$ cat src/rtl/uart_cmd_parser_if.sv
// Byte-stream and command bundle between the UART, the frame parser and the car controller.
// The parser takes the slave modport; whatever feeds it bytes takes the master modport.
interface uart_cmd_parser_if;
  logic        received;
  logic [7:0]  rx_byte;
  logic        recv_error;
  logic        tx_busy;
  logic        transmit;
  logic [7:0]  tx_byte;
  logic        cmd_valid;
  logic [7:0]  cmd;
  logic [15:0] arg;
  logic        csum_err;
  logic        frame_err;
  logic [7:0]  err_count;

  modport master (
    output received, rx_byte, recv_error, tx_busy,
    input  transmit, tx_byte, cmd_valid, cmd, arg, csum_err, frame_err, err_count
  );

  modport slave (
    input  received, rx_byte, recv_error, tx_busy,
    output transmit, tx_byte, cmd_valid, cmd, arg, csum_err, frame_err, err_count
  );
endinterface

$ cat src/rtl/uart_cmd_parser.sv
// Turns UART bytes into 5-byte SYNC/CMD/ARG_HI/ARG_LO/CSUM command frames and answers
// every completed frame with an ACK or NAK byte through the UART transmitter.
module uart_cmd_parser #(
  parameter logic [7:0]  SYNC_BYTE      = 8'hA5,
  parameter logic [7:0]  ACK_BYTE       = 8'h06,
  parameter logic [7:0]  NAK_BYTE       = 8'h15,
  parameter int unsigned TIMEOUT_CYCLES = 5000000
) (
  input logic              clk,
  input logic              rst,
  uart_cmd_parser_if.slave bus
);

  localparam int CNT_W = $clog2(TIMEOUT_CYCLES + 1);
  localparam logic [CNT_W-1:0] CNT_LAST = CNT_W'(TIMEOUT_CYCLES - 1);

  typedef enum logic [2:0] {
    S_SYNC,
    S_CMD,
    S_ARG_HI,
    S_ARG_LO,
    S_CSUM
  } state_t;

  state_t           state;
  state_t           state_next;
  logic [CNT_W-1:0] tmo_cnt;
  logic [7:0]       cmd_sh;
  logic [7:0]       arg_hi_sh;
  logic [7:0]       arg_lo_sh;
  logic             pending;

  logic             accept;
  logic             abort_err;
  logic             abort_tmo;
  logic             csum_ok;
  logic             cmd_valid_d;
  logic             csum_err_d;
  logic             frame_err_d;
  logic             queue_reply;
  logic [7:0]       reply_d;
  logic             send;

  // A byte that arrives together with a framing error is dropped.
  assign accept    = bus.received && !bus.recv_error;
  assign abort_err = bus.recv_error && (state != S_SYNC);
  assign abort_tmo = (state != S_SYNC) && !bus.received && !bus.recv_error && (tmo_cnt == CNT_LAST);
  assign csum_ok   = ((cmd_sh ^ arg_hi_sh ^ arg_lo_sh) == bus.rx_byte);

  always_ff @(posedge clk or posedge rst) begin
    if (rst) begin
      state <= S_SYNC;
    end else begin
      state <= state_next;
    end
  end

  always_comb begin
    state_next = state;
    if (abort_err || abort_tmo) begin
      state_next = S_SYNC;
    end else if (accept) begin
      unique case (state)
        S_SYNC:   state_next = (bus.rx_byte == SYNC_BYTE) ? S_CMD : S_SYNC;
        S_CMD:    state_next = S_ARG_HI;
        S_ARG_HI: state_next = S_ARG_LO;
        S_ARG_LO: state_next = S_CSUM;
        S_CSUM:   state_next = S_SYNC;
        default:  state_next = S_SYNC;
      endcase
    end
  end

  // A reply queued this cycle suppresses sending, so the newest reply is the one that goes out.
  always_comb begin
    cmd_valid_d = 1'b0;
    csum_err_d  = 1'b0;
    queue_reply = 1'b0;
    reply_d     = ACK_BYTE;
    frame_err_d = abort_err || abort_tmo;
    if (!frame_err_d && accept && (state == S_CSUM)) begin
      queue_reply = 1'b1;
      if (csum_ok) begin
        cmd_valid_d = 1'b1;
        reply_d     = ACK_BYTE;
      end else begin
        csum_err_d  = 1'b1;
        reply_d     = NAK_BYTE;
      end
    end
    send = pending && !bus.tx_busy && !queue_reply;
  end

  always_ff @(posedge clk or posedge rst) begin
    if (rst) begin
      cmd_sh    <= '0;
      arg_hi_sh <= '0;
      arg_lo_sh <= '0;
    end else if (accept) begin
      if (state == S_CMD)    cmd_sh    <= bus.rx_byte;
      if (state == S_ARG_HI) arg_hi_sh <= bus.rx_byte;
      if (state == S_ARG_LO) arg_lo_sh <= bus.rx_byte;
    end
  end

  always_ff @(posedge clk or posedge rst) begin
    if (rst) begin
      tmo_cnt <= '0;
    end else if (bus.received || abort_tmo || (state == S_SYNC)) begin
      tmo_cnt <= '0;
    end else begin
      tmo_cnt <= tmo_cnt + 1'b1;
    end
  end

  always_ff @(posedge clk or posedge rst) begin
    if (rst) begin
      bus.transmit  <= 1'b0;
      bus.tx_byte   <= '0;
      bus.cmd_valid <= 1'b0;
      bus.cmd       <= '0;
      bus.arg       <= '0;
      bus.csum_err  <= 1'b0;
      bus.frame_err <= 1'b0;
      bus.err_count <= '0;
      pending       <= 1'b0;
    end else begin
      bus.transmit  <= send;
      bus.cmd_valid <= cmd_valid_d;
      bus.csum_err  <= csum_err_d;
      bus.frame_err <= frame_err_d;
      if (cmd_valid_d) begin
        bus.cmd <= cmd_sh;
        bus.arg <= {arg_hi_sh, arg_lo_sh};
      end
      if (queue_reply) begin
        pending     <= 1'b1;
        bus.tx_byte <= reply_d;
      end else if (send) begin
        pending <= 1'b0;
      end
      if ((csum_err_d || frame_err_d) && (bus.err_count != 8'hFF)) begin
        bus.err_count <= bus.err_count + 8'd1;
      end
    end
  end

endmodule

$ cat src/flat_wrapper.sv
// flat-port wrapper written by rule: the top's interface ports become plain ports
module uart_cmd_parser_flat 
#(
  parameter logic [7:0]  SYNC_BYTE      = 8'hA5,
  parameter logic [7:0]  ACK_BYTE       = 8'h06,
  parameter logic [7:0]  NAK_BYTE       = 8'h15,
  parameter int unsigned TIMEOUT_CYCLES = 5000000
)
  (clk, rst, bus_received, bus_rx_byte, bus_recv_error, bus_tx_busy, bus_transmit, bus_tx_byte, bus_cmd_valid, bus_cmd, bus_arg, bus_csum_err, bus_frame_err, bus_err_count);
  uart_cmd_parser_if bus_i ();
  input logic clk;
  input logic rst;
  input wire logic [$bits(bus_i.received)-1:0] bus_received;
  input wire logic [$bits(bus_i.rx_byte)-1:0] bus_rx_byte;
  input wire logic [$bits(bus_i.recv_error)-1:0] bus_recv_error;
  input wire logic [$bits(bus_i.tx_busy)-1:0] bus_tx_busy;
  output wire logic [$bits(bus_i.transmit)-1:0] bus_transmit;
  output wire logic [$bits(bus_i.tx_byte)-1:0] bus_tx_byte;
  output wire logic [$bits(bus_i.cmd_valid)-1:0] bus_cmd_valid;
  output wire logic [$bits(bus_i.cmd)-1:0] bus_cmd;
  output wire logic [$bits(bus_i.arg)-1:0] bus_arg;
  output wire logic [$bits(bus_i.csum_err)-1:0] bus_csum_err;
  output wire logic [$bits(bus_i.frame_err)-1:0] bus_frame_err;
  output wire logic [$bits(bus_i.err_count)-1:0] bus_err_count;
  assign bus_i.received = bus_received;
  assign bus_i.rx_byte = bus_rx_byte;
  assign bus_i.recv_error = bus_recv_error;
  assign bus_i.tx_busy = bus_tx_busy;
  assign bus_transmit = bus_i.transmit;
  assign bus_tx_byte = bus_i.tx_byte;
  assign bus_cmd_valid = bus_i.cmd_valid;
  assign bus_cmd = bus_i.cmd;
  assign bus_arg = bus_i.arg;
  assign bus_csum_err = bus_i.csum_err;
  assign bus_frame_err = bus_i.frame_err;
  assign bus_err_count = bus_i.err_count;
  uart_cmd_parser #(.SYNC_BYTE(SYNC_BYTE), .ACK_BYTE(ACK_BYTE), .NAK_BYTE(NAK_BYTE), .TIMEOUT_CYCLES(TIMEOUT_CYCLES)) u_core (.clk(clk), .rst(rst), .bus(bus_i));
endmodule
$ cat config.mk
export PLATFORM = sky130hd
export DESIGN_NAME = uart_cmd_parser_flat
export DESIGN_NICKNAME = d
export VERILOG_FILES = /design/src/rtl/uart_cmd_parser_if.sv /design/src/rtl/uart_cmd_parser.sv /design/src/flat_wrapper.sv
export SDC_FILE = /design/constraint.sdc
export NUM_CORES = 1
export LEC_CHECK = 0
export CORE_MARGIN = 2
export CORE_UTILIZATION = 59
export DETAILED_ROUTE_END_ITERATION = 10
export PLACE_DENSITY_LB_ADDON = 0.12
export SYNTH_ARGS = -nofsm -noshare
export SYNTH_HDL_FRONTEND = slang
export SYNTH_SLANG_ARGS = --single-unit
$ cat constraint.sdc
create_clock -name clk -period 5.15 [get_ports clk]
set_input_delay 1.2875 -clock clk [delete_from_list [all_inputs] [get_ports clk]]
set_output_delay 1.2875 -clock clk [all_outputs]
set_load 0.01 [all_outputs]
==> results of run 1 <==
## layer usage
| layer | up-vias | track usage [%] | share of wire (%) |
|---|---|---|---|
| li1 | 1222 | - | - |
| met1 | 1281 | 29.6 | 48 |
| met2 | 48 | 33.7 | 48 |
| met3 | 10 | 3.58 | 2.6 |
| met4 | 0 | 8.11 | 1.7 |
| met5 | - | 0 | 0 |
## state kept, by name (all words and copies together) (netlist names)
name and flops:
u_core.tmo_cnt 23, u_core.bus.arg 16, u_core.arg_hi_sh 8, u_core.arg_lo_sh 8, u_core.bus.cmd 8, u_core.bus.err_count 8
u_core.cmd_sh 8, u_core.bus.tx_byte 3, u_core.state 3, u_core.bus.cmd_valid 1, u_core.bus.csum_err 1, u_core.bus.frame_err 1
u_core.bus.transmit 1, u_core.pending 1
## power breakdown
group	total, mW	switching (mW)	internal [mW]
sequential	0.866	0.0788	0.788
combinational	0.340	0.152	0.188
clock	0.587	0.250	0.336
total	1.79	0.481	1.31
## kinds of logic (layout without fill, tap and decap cells)
logic type                 after synthesis  count (layout)  synth area share (%)
muxes                                   50              50                  15.3
DFF                                     90              90                  54.7
adders and majority gates                2               2                 0.608
other                                    1               4                0.0911
AOI/OAI and AO/OA                       19              19                  3.10
and+or+nand+nor                         98              98                  12.7
buffers and inverters                   20              77                  3.07
xor gates and xnor gates                49              49                  10.4
## how the worst max path moves through the flow
stage	startpoint	end	slack (ns)
floorplan	rst	u_core.arg_hi_sh[0]$_DFFE_PP0P_	1.53
global placement	bus_rx_byte[1]	u_core.bus.arg[12]$_DFFE_PP0P_	1.49
detailed placement	bus_rx_byte[5]	u_core.bus.arg[10]$_DFFE_PP0P_	1.43
CTS	bus_rx_byte[4]	u_core.bus.arg[10]$_DFFE_PP0P_	1.80
global route	bus_rx_byte[5]	u_core.bus.arg[13]$_DFFE_PP0P_	1.64
finish	bus_rx_byte[5]	u_core.bus.arg[10]$_DFFE_PP0P_	1.82
## stage by stage
step / setup slack [ns] / hold slack (ns) / std cells
finish: 1.82 / 0.472 / 469
global route: 1.64 / 0.491 / 469
CTS: 1.80 / 0.478 / 469
detailed placement: 1.43 / 0.457 / 453
global placement: 1.49 / 0.450 / 453
floorplan: 1.53 / 0.438 / 332
## Yosys cell counts, types with 2 or more instances
master / count / area, sq um
inv_1: 8 / 30.0
nor2_1: 31 / 116
ha_1: 2 / 25.0
nand4_1: 4 / 25.0
o211ai_1: 5 / 37.5
nor4_2: 3 / 37.5
or3_1: 3 / 18.8
o21ai_0: 2 / 10.0
nor3_1: 5 / 25.0
clkbuf_1: 5 / 18.8
nor4b_1: 2 / 17.5
nand2b_1: 5 / 31.3
buf_12: 2 / 40.0
nand2_1: 18 / 67.6
xor2_1: 15 / 131
buf_4: 5 / 37.5
and3_1: 6 / 37.5
mux2_4: 18 / 270
nand3_1: 10 / 50.1
xnor2_1: 34 / 298
mux2_2: 32 / 360
a21oi_1: 6 / 30.0
dfrtp_1: 90 / 2250
nor4_1: 3 / 18.8
## final cells by class
type	count	area, sq um	share of cell area (%)
clock inverters	6	114	2.32
clock buffers	10	138	2.80
repair buffers	53	528	10.7
inverters	8	31.3	0.637
well taps	80	100	2.04
multi-input cells	222	1750	35.6
flip-flops and latches	90	2250	45.8
## cells in the final DEF (no fill, tap or decap), types with 6 or more instances in the layout
| cell type | count |
|---|---|
| dfrtp_1 | 90 |
| xnor2_1 | 34 |
| nor2_1 | 31 |
| inv_1 | 7 |
| xor2_1 | 15 |
| and3_1 | 6 |
| clkbuf_8 | 10 |
| nand2_1 | 18 |
| a21oi_1 | 6 |
| clkdlybuf4s50_1 | 52 |
| nand3_1 | 10 |
| mux2_2 | 32 |
| mux2_4 | 18 |
## critical path: cells and delay by family
| family | cells | cell delay [ns] |
|---|---|---|
| xor+xnor | 2 | 0.31 |
| simple gates | 3 | 1.02 |
| buf+inv | 1 | 0.55 |
| mux | 1 | 0.41 |
==> results.cfg, run 1 <==
[sta]
setup_viol = 0
hold_viol = 0
finalSetupTns_ns = 0
slew_viol_final = 0
finalCriticalPeriod_ns = 3.33
max_freq_ghz = 0.300
finalCritPeriodShare_pct = 64.7
worstMarginPinSlew_ns = 0.876
clock_skew_ns = 0.00831
rsz0062_at_grt = false
slew_headroom_pct = 41.6

[floorplanning]
initial_core_util_pct = 60.9
io_pins = 57
die_h_um = 87.5
rows = 30
core_area_sq_um = 6760
die_w_um = 87.5
die-area_sq_um = 7660

[critical_path]
slowest_delay_ns = 0.55
r2r_slack_ns = 2.86
timing.rr.end = u_core.bus.arg[10]$_DFFE_PP0P_
crit_required_ns = 5.39
cp-start-kind = primary input
path_class = in -> reg
crit_chain = clkdlybuf4s50_1, xor2_1, xnor2_1, nor4_2, nand2_2, nor2_8, mux2_2
slowest_stage = clkdlybuf4s50_1
arrival_ns = 3.58
r2r-start = u_core.arg_hi_sh[5]$_DFFE_PP0P_
crit_fanout = 27
rr_worst_depth = 6
end_kind = flop

[clocking]
post_cts_buffers = 0
cts_buffers = 9
cts.path.max_buffers = 2
cts_tree = built
cts_resized = 0
clk_latency_ns = 0.36
htreeDepth = 3
cts_hold_buf = 0
clock-root-buffer = clkbuf_8
clock_sinks = 90
clkTransAtPathRegs_ns = 0.09

[synthesis]
synth_edf_count = 0
seq_area_frac_synth_pct = 54.7
ys_types = 39
synthArstFlopShare_pct = 100
syn_area_per_cell_sq_um = 12.5
synthFlopType = dfrtp_1
yosys_warnings = 0
synth_seq_cells = 90
synth_cells = 329
syn_area_sq_um = 4120

[layout]
finalNetCount = 399
finalInstanceArea_sq_um = 4910
syn_to_final_growth_pct = 19.3
antenna_cells = 0
fill_cells = 486
post-route-util_pct = 72.7
layout-drive-gt1-share_pct = 19.3

[drt]
wl_um = 7350
final_antenna_net_count = 0
first_pass_iters = 4
drc = 0
viasPerCell = 5.46
wl_per_cell_um = 15.7
drtIter0Drc = 84
vias = 2561

[pwr]
ir_drop_uv = 244
p_leak_nw = 2.18
totalPowerFinal_mw = 1.79
power_density_nw_per_um2 = 365

[min_path]
hold_end = u_core.bus.tx_byte[2]$_DFFE_PP0P_
hp-start = u_core.bus.tx_byte[2]$_DFFE_PP0P_
hp-class = reg -> reg
hold_path_depth = 1

[global_routing]
first_global_vias = 2647
grt_pass1_wl_um = 12600
grt.total_usage_pct = 21.3
grt_overflow = 0
grt_max_degree = 47
antenna_found_initial = 0

[placement]
place_congestion = 0.831
port_buffers = 52
placed_area_sq_um = 4660
dp_hpwl_um = 5050

[run_status]
outcome = finished clean

[job]
cap_violations = 0
No activity file was read; power rests on OpenSTA's default activity.
==> run 2: changes to the inputs <==
- CORE_UTILIZATION: 59 -> 49
- clock period: 5.15 -> 3 ns (I/O delays scaled with it)
==> results.cfg, run 2 (same netlist as run 1, synthesis figures left out) <==
[clocking]
clock_sinks = 90
clock-root-buffer = clkbuf_8
cts_hold_buf = 0
post_cts_buffers = 0
clk_latency_ns = 0.35
cts.path.max_buffers = 2
htreeDepth = 3
clkTransAtPathRegs_ns = 0.08
cts_resized = 0
cts_tree = built
cts_buffers = 9

[pwr]
p_comb_share_pct = 21.6
pwr-share-seq_pct = 52.8
power_density_nw_per_um2 = 561
switching_share_pct = 29.1
switchingPower_mw = 0.820
p_int_mw = 2.00
ir_drop_uv = 295
clockPowerShare_pct = 25.7
p_leak_nw = 2.24

[run_status]
outcome = finished clean

[global_routing]
grt_max_degree = 91
first_global_vias = 2561
antenna_found_initial = 0
grt_overflow = 0
grt.total_usage_pct = 18.3
grt_pass1_wl_um = 12600

[layout]
post-route-util_pct = 61.6
fill_cells = 697
largestRegisters = u_core.tmo_cnt (23), u_core.bus.arg (16)
layout-drive-gt1-share_pct = 22.8
antenna_cells = 0
layout_common_cells = dfrtp_1 (90), clkdlybuf4s50_1 (52), xnor2_1 (34)
finalNetCount = 418
stdcell_count = 513
top_register = u_core.tmo_cnt
syn_to_final_growth_pct = 22.2
largest_register_ffs = 23
final_common_cell = dfrtp_1

[sta]
setup_ws_ns = 0.408
clock_skew_ns = 0.0119
slew_headroom_pct = 53.8
worstMarginPinSlew_ns = 0.688
setup_viol = 0
rsz0062_at_grt = false
holdWs_ns = 0.468
max_freq_ghz = 0.386
finalSetupTns_ns = 0
slew_viol_final = 0
finalCritPeriodShare_pct = 86.4
finalCriticalPeriod_ns = 2.59
hold_viol = 0

[drt]
drc = 0
wl_um = 7600
first_pass_iters = 4
wl_per_cell_um = 14.8
final_antenna_net_count = 0
viasPerCell = 5.09
maxUsedRoutingLayer = met4
routed-wl-met2_um = 3390
wl_met3_um = 312
vias = 2609
wl_met1_um = 3830
drtIter0Drc = 59

[floorplanning]
die_h_um = 95.7
rows = 33
core_area_sq_um = 8180
initial_core_util_pct = 50.4
io_pins = 57
die-area_sq_um = 9150
die_w_um = 95.7

[critical_path]
end_kind = flop
cp-start-kind = primary input
path_common_cell = xnor2_1
crit_fanout = 6
arrival_ns = 2.83
crit_required_ns = 3.24
cp_num_buf_inv = 2
slowest_stage = clkdlybuf4s50_1
slowest_delay_ns = 0.58
path_class = in -> reg
cpLargestDelayFamily = buffers and inverters
crit_chain = clkdlybuf4s50_1, xnor2_1, xnor2_1, nor4_2, nand2_2, nor2_8, buf_4, mux2_2

[job]
cap_violations = 0

[min_path]
hp-class = reg -> reg

[placement]
dp_hpwl_um = 5360
place_inst = 497
port_buffers = 52
dp_slack_ns = 0.0266
place_congestion = 0.767
==> run 2: cell types whose count changed in the layout (fill, tap and decap cells not counted), sizes merged <==
cell / change
buf: +19
bufinv: -3
clkinv: +1
clkinvlp: +1
inv: +1
==> run 2: final timing paths <==
path	startpoint	endpoint	slack, ns	cells past startpoint
setup / recovery	bus_rx_byte[4]	u_core.bus.arg[10]$_DFFE_PP0P_	0.41	8
hold / removal	u_core.bus.tx_byte[2]$_DFFE_PP0P_	u_core.bus.tx_byte[2]$_DFFE_PP0P_	0.47	1
min in group asynchronous	rst	u_core.bus.err_count[2]$_DFFE_PP0P_	0.87	3
setup reg to reg	u_core.state[1]$_DFFE_PP0P_	u_core.bus.err_count[6]$_DFFE_PP0P_	0.90	6
hold reg to reg	u_core.bus.tx_byte[2]$_DFFE_PP0P_	u_core.bus.tx_byte[2]$_DFFE_PP0P_	0.47	1
max in group asynchronous	rst	u_core.arg_hi_sh[4]$_DFFE_PP0P_	1.75	3
==> run 2: layout make-up <==
type	count	area, sq um	share of cell area, %
clock inverters	6	42.5	0.845
well taps	105	131	2.61
multi-input cells	222	1750	34.8
inverters	8	33.8	0.671
flip-flops and latches	90	2250	44.8
repair buffers	72	696	13.8
clock buffers	10	128	2.54
==> run 2: power groups by stage <==
stage | sequential [mW] | combinational [mW] | clock (mW)
3_5_place_dp | 1.52 | 0.617 | 0
5_1_grt | 1.51 | 0.673 | 0.802
6_report | 1.49 | 0.608 | 0.724
4_1_cts | 1.49 | 0.620 | 0.756
3_3_place_gp | 1.51 | 0.608 | 0
2_1_floorplan | 1.49 | 0.435 | 0
==> run 2: metal layers <==
layer	global-route usage, %	up-vias
li1	-	1262
met1	27.0	1280
met2	27.1	61
met3	3.56	6
met4	6.07	0
met5	0	-
==> run 2: through the flow <==
stage               power, mW  cell area (sq um)
CTS                      2.87               5030
finish                   2.82               5030
global placement         2.12               4860
global route             2.99               5030
floorplan                1.92               4130
detailed placement       2.13               4860
